$ cat src/rtl/pt_feeder_pkg.sv
// Shared point/nibble definitions for the point feeder and the convex-hull engine.
package pt_feeder_pkg;
  localparam int COORD_W     = 10;
  localparam int NIB_W       = 5;
  localparam int NIBS_PER_PT = 4;
  localparam int PT_W        = 2 * COORD_W;

  // Order in which a point's nibbles go out on PT_XY
  typedef enum logic [1:0] {
    NIB_XH = 2'd0,
    NIB_XL = 2'd1,
    NIB_YH = 2'd2,
    NIB_YL = 2'd3
  } nib_e;

  typedef struct packed {
    logic [COORD_W-1:0] x;
    logic [COORD_W-1:0] y;
  } pt_t;

  function automatic logic [NIB_W-1:0] nib_sel(input pt_t p, input nib_e idx);
    logic [NIB_W-1:0] n;
    case (idx)
      NIB_XH:  n = p.x[COORD_W-1:NIB_W];
      NIB_XL:  n = p.x[NIB_W-1:0];
      NIB_YH:  n = p.y[COORD_W-1:NIB_W];
      default: n = p.y[NIB_W-1:0];
    endcase
    return n;
  endfunction
endpackage

$ cat src/rtl/pt_fifo.sv
// Synchronous point FIFO; head entry is presented combinationally on dout.
module pt_fifo
  import pt_feeder_pkg::*;
#(
  parameter int DEPTH = 8,
  parameter int AW    = 3
) (
  input  logic CLK,
  input  logic RST,
  input  logic push,
  input  pt_t  din,
  input  logic pop,
  output pt_t  dout,
  output logic full,
  output logic empty
);
  pt_t           mem [DEPTH];
  logic [AW-1:0] wr_ptr, rd_ptr;
  logic [AW:0]   count;

  assign dout  = mem[rd_ptr];
  assign full  = (count == (AW+1)'(DEPTH));
  assign empty = (count == '0);

  // Storage is not reset; occupancy alone decides what is valid
  always_ff @(posedge CLK)
    if (push) mem[wr_ptr] <= din;

  always_ff @(posedge CLK or posedge RST) begin
    if (RST) begin
      wr_ptr <= '0;
      rd_ptr <= '0;
      count  <= '0;
    end else begin
      if (push) wr_ptr <= wr_ptr + AW'(1);
      if (pop)  rd_ptr <= rd_ptr + AW'(1);
      case ({push, pop})
        2'b10:   count <= count + (AW+1)'(1);
        2'b01:   count <= count - (AW+1)'(1);
        default: count <= count;
      endcase
    end
  end
endmodule

$ cat src/rtl/pt_feeder.sv
// Buffers producer points and serialises each as four 5-bit nibbles on READ_PT.
module pt_feeder
  import pt_feeder_pkg::*;
#(
  parameter int DEPTH = 8,
  parameter int AW    = 3
) (
  input  logic               CLK,
  input  logic               RST,
  input  logic [COORD_W-1:0] IN_X,
  input  logic [COORD_W-1:0] IN_Y,
  input  logic               IN_V,
  output logic               IN_RDY,
  input  logic               READ_PT,
  output logic [NIB_W-1:0]   PT_XY,
  output logic               UNDERRUN,
  output logic [7:0]         PT_SENT
);
  nib_e             nib_q, nib_d;
  logic             push, pop, full, empty;
  pt_t              head;
  logic [NIB_W-1:0] xy_d;
  logic             und_d;

  // A full FIFO still takes a point on the cycle the head's last nibble leaves
  assign IN_RDY = !full || pop;
  assign push   = IN_V && IN_RDY;

  pt_fifo #(.DEPTH(DEPTH), .AW(AW)) u_fifo (
    .CLK   (CLK),
    .RST   (RST),
    .push  (push),
    .din   ('{x: IN_X, y: IN_Y}),
    .pop   (pop),
    .dout  (head),
    .full  (full),
    .empty (empty)
  );

  always_ff @(posedge CLK or posedge RST) begin
    if (RST) nib_q <= NIB_XH;
    else     nib_q <= nib_d;
  end

  always_comb begin
    nib_d = nib_q;
    pop   = 1'b0;
    xy_d  = PT_XY;
    und_d = UNDERRUN;
    if (READ_PT) begin
      if (empty) begin
        xy_d  = '0;
        und_d = 1'b1;
      end else begin
        xy_d = nib_sel(head, nib_q);
        if (nib_q == NIB_YL) begin
          pop   = 1'b1;
          nib_d = NIB_XH;
        end else begin
          nib_d = nib_e'(nib_q + 2'd1);
        end
      end
    end
  end

  always_ff @(posedge CLK or posedge RST) begin
    if (RST) begin
      PT_XY    <= '0;
      UNDERRUN <= 1'b0;
      PT_SENT  <= '0;
    end else begin
      PT_XY    <= xy_d;
      UNDERRUN <= und_d;
      if (pop) PT_SENT <= PT_SENT + 8'd1;
    end
  end
endmodule

$ cat config.mk
export PLATFORM = sky130hd
export DESIGN_NAME = pt_feeder
export DESIGN_NICKNAME = d
export VERILOG_FILES = /design/src/rtl/pt_feeder_pkg.sv /design/src/rtl/pt_fifo.sv /design/src/rtl/pt_feeder.sv
export SDC_FILE = /design/constraint.sdc
export NUM_CORES = 1
export LEC_CHECK = 0
export ABC_AREA = 1
export BUFFER_PORTS_ARGS = -buffer_cell sky130_fd_sc_hd__clkbuf_2
export CAP_MARGIN = 20
export CORE_MARGIN = 2
export CORE_UTILIZATION = 50
export CTS_CLUSTER_DIAMETER = 150
export DETAILED_ROUTE_END_ITERATION = 12
export GPL_ROUTABILITY_DRIVEN = 0
export GPL_TIMING_DRIVEN = 0
export PLACE_DENSITY = 0.67
export SLEW_MARGIN = 20
export SYNTH_ARGS = -nofsm -noshare
export SYNTH_HDL_FRONTEND = slang
export SYNTH_HIERARCHICAL = 1
export SYNTH_SLANG_ARGS = --single-unit
$ cat constraint.sdc
create_clock -name CLK -period 4.43 [get_ports CLK]
set_clock_uncertainty 0.1 [all_clocks]
set_input_delay 1.1075 -clock CLK [delete_from_list [all_inputs] [get_ports CLK]]
set_output_delay 1.1075 -clock CLK [all_outputs]
set_load 0.05 [all_outputs]
==> metrics.yaml <==
final_layout:
  layout.cells.non_filler: 981
  final_area_um2: 9020
  layout.area.seq_um2: 5460
  multi_input_area_um2: 2150
  layout-area-overhead-vs-synth_pct: 14.5
  final_common_cell: "edfxtp_1"
  final_cell_mix: "160 x edfxtp_1, 140 x nand2_1, 131 x nor2_1"
  antennaDiodeCount: 0
  fillers: 1267
  nNetsFinal: 792
  drive_gt1_share_pct: 15.3
pwr:
  peakVddDrop_mv: 0.347
  internal-power_mw: 3.79
  p_sw_mw: 2.44
  p_leak_nw: 3.47
  comb_power_share_pct: 38.2
  p_sw_share_pct: 39.1
  p_per_area_nw_per_um2: 690
  seqPwrFrac_pct: 37.8
  clockPowerShare_pct: 24.0
timing:
  slew_headroom_pct: 47.8
  timing.fmax_mhz: 303
  hold_viol: 0
  fin_crit_ns: 3.30
  finalSetupViolCount: 0
  rsz0062_at_grt: "no"
  worst_pin_slew_ns: 0.782
  holdWs_ns: 0.398
  final.period_utilization_pct: 74.6
  drv_slew: 0
detailed_routing:
  drc: 0
  drt-initial-drc-count: 495
  num_vias: 5203
  drtPass1Iterations: 5
  ant_nets: 0
  wl_um: 17700
  wl_per_cell_um: 18.1
  vias_per_cell: 5.30
synth:
  synth.distinct_cells: 30
  synth_seq_cells: 186
  yosysWarnings: 6
  avgSynthCellArea_um2: 11.3
  synthCells: 698
  syn_area_um2: 7880
  synth_nets: 733
  yosysSeqAreaShare_pct: 69.2
critical_path:
  crit_fanout: 12
  worst-setup-path-type: "reg -> out"
  worstSetupEndpointType: "primary output"
  cp.required_ns: 3.22
  critPathLaunchType: "flop"
  arrival_ns: 2.10
floorplan:
  core_um2: 15300
  initial_core_util_pct: 51.4
  dieArea_um2: 16800
  die_x_um: 130
  placementRows: 45
  die_h_um: 130
  io_pins: 39
clock_network:
  post_cts_resized: 0
  cts_buffers: 17
  ctsRootBufferMaster: "clkbuf_16"
  clock_latency_ns: 0.43
  holdBufCountCts: 0
  tritoncts: "built"
  clock-sinks: 186
  clk_pin_slew_ns: 0.07
  htree_levels: 4
  cts_setup_buffers: 0
  clockBufferDepth: 2
outcome:
  outcome: "completed"
place:
  io_buffers: 38
  hpwl_um: 11100
  dp_cells: 949
  placed_area_um2: 8440
global_routing:
  grt_pass1_wl_um: 27400
  gr-total-overflow: 0
  first_global_vias: 5098
  grt_max_degree: 21
  antenna_found_initial: 0
  track_usage_pct: 22.3
flow_run:
  drv_cap: 0
worst_hold_path:
  hp-class: "reg -> reg"
## cell families (layout without fill, tap and decap cells)
family                   count (synthesis)  after routing  share of synthesized area [%]
AND/OR/NAND/NOR                        295            295                           14.8
adder cells (fa/ha/maj)                 11             11                           1.75
buffers and inverters                   57            129                           4.18
flip-flops                             186            186                           69.2
multiplexers                             1              1                          0.143
AO/OA/AOI/OAI                          140            140                           9.05
XOR/XNOR                                 8              8                          0.889
## flip-flops by register name (all words and copies together) (netlist names)
name and cells:
PT_XY 5, u_fifo/mem 160, nib_q 2, u_fifo/wr_ptr 3
UNDERRUN 1, PT_SENT 8, u_fifo/rd_ptr 3, u_fifo/count 4
## area by class of cell
type,count,area share (%)
clock buffers,17,4.71
plain buffers,30,2.47
well taps,211,2.93
flip-flops and latches,186,60.5
clock inverters,15,1.80
multi-input cells,455,23.9
inverters,27,1.18
repair buffers,40,2.58
## power groups by stage
stage / sequential, mW / combinational, mW / clock (mW)
finish: 2.36 / 2.38 / 1.49
global placement: 2.39 / 2.21 / 0
detailed placement: 2.39 / 2.34 / 0
global route: 2.38 / 2.62 / 1.57
CTS: 2.35 / 2.37 / 1.51
floorplan: 2.49 / 1.47 / 0
## worst paths after layout
path | start | to | slack [ns] | cells past startpoint
worst max-delay path | u_fifo/count[0] | IN_RDY | 1.13 | 8
worst min-delay path | UNDERRUN | UNDERRUN | 0.40 | 1
worst min register to register | UNDERRUN | UNDERRUN | 0.40 | 1
min in group asynchronous | RST | u_fifo/count[3] | 0.55 | 2
max in group asynchronous | RST | nib_q[1] | 3.22 | 2
worst max register to register | u_fifo/count[0] | u_fifo/mem[2][5] | 1.33 | 10
## cell usage after synthesis, drive strengths merged
master	count	area, um^2
nor3	1	5.00
o21bai	1	7.51
edfxtp	160	4800
xor2	4	35.0
clkinv	1	3.75
xnor2	4	35.0
a21boi	1	11.3
nor2	143	561
clkbuf	3	11.3
dfrtp	26	651
a21o	1	7.51
buf	27	211
o21ai	136	681
or2	2	12.5
o22ai	1	6.26
nand2	143	554
nand3	6	30.0
mux2	1	11.3
inv	26	103
ha	11	138
## worst max-delay path, stage by stage (launching register included)
cell      delay [ns]
dfrtp_1         0.42
or2_2           0.33
nor3_1          0.19
inv_2           0.06
nand2_2         0.13
nor2_8          0.08
inv_1           0.15
nand2_1         0.06
clkbuf_2        0.23
## routing by layer
layer | GRT usage, % | wire length, um | vias to the layer above
met1 | 29.5 | 7580 | 2473
met3 | 4.46 | 1120 | 30
li1 | - | - | 2506
met4 | 9.36 | 421 | 0
met2 | 36.5 | 8590 | 194
met5 | 0 | 0 | -
## stage by stage
stage	utilization, %	setup WS [ns]	power [mW]	setup TNS (ns)
after floorplan	-	0.936	3.96	0
after global placement	54.4	-0.213	4.60	-13.33
after detailed placement	55.1	0.782	4.73	0
after CTS	58.9	1.09	6.24	0
after global routing	58.9	0.961	6.57	0
final	58.9	1.13	6.23	0
No activity file was read; power rests on OpenSTA's default activity.
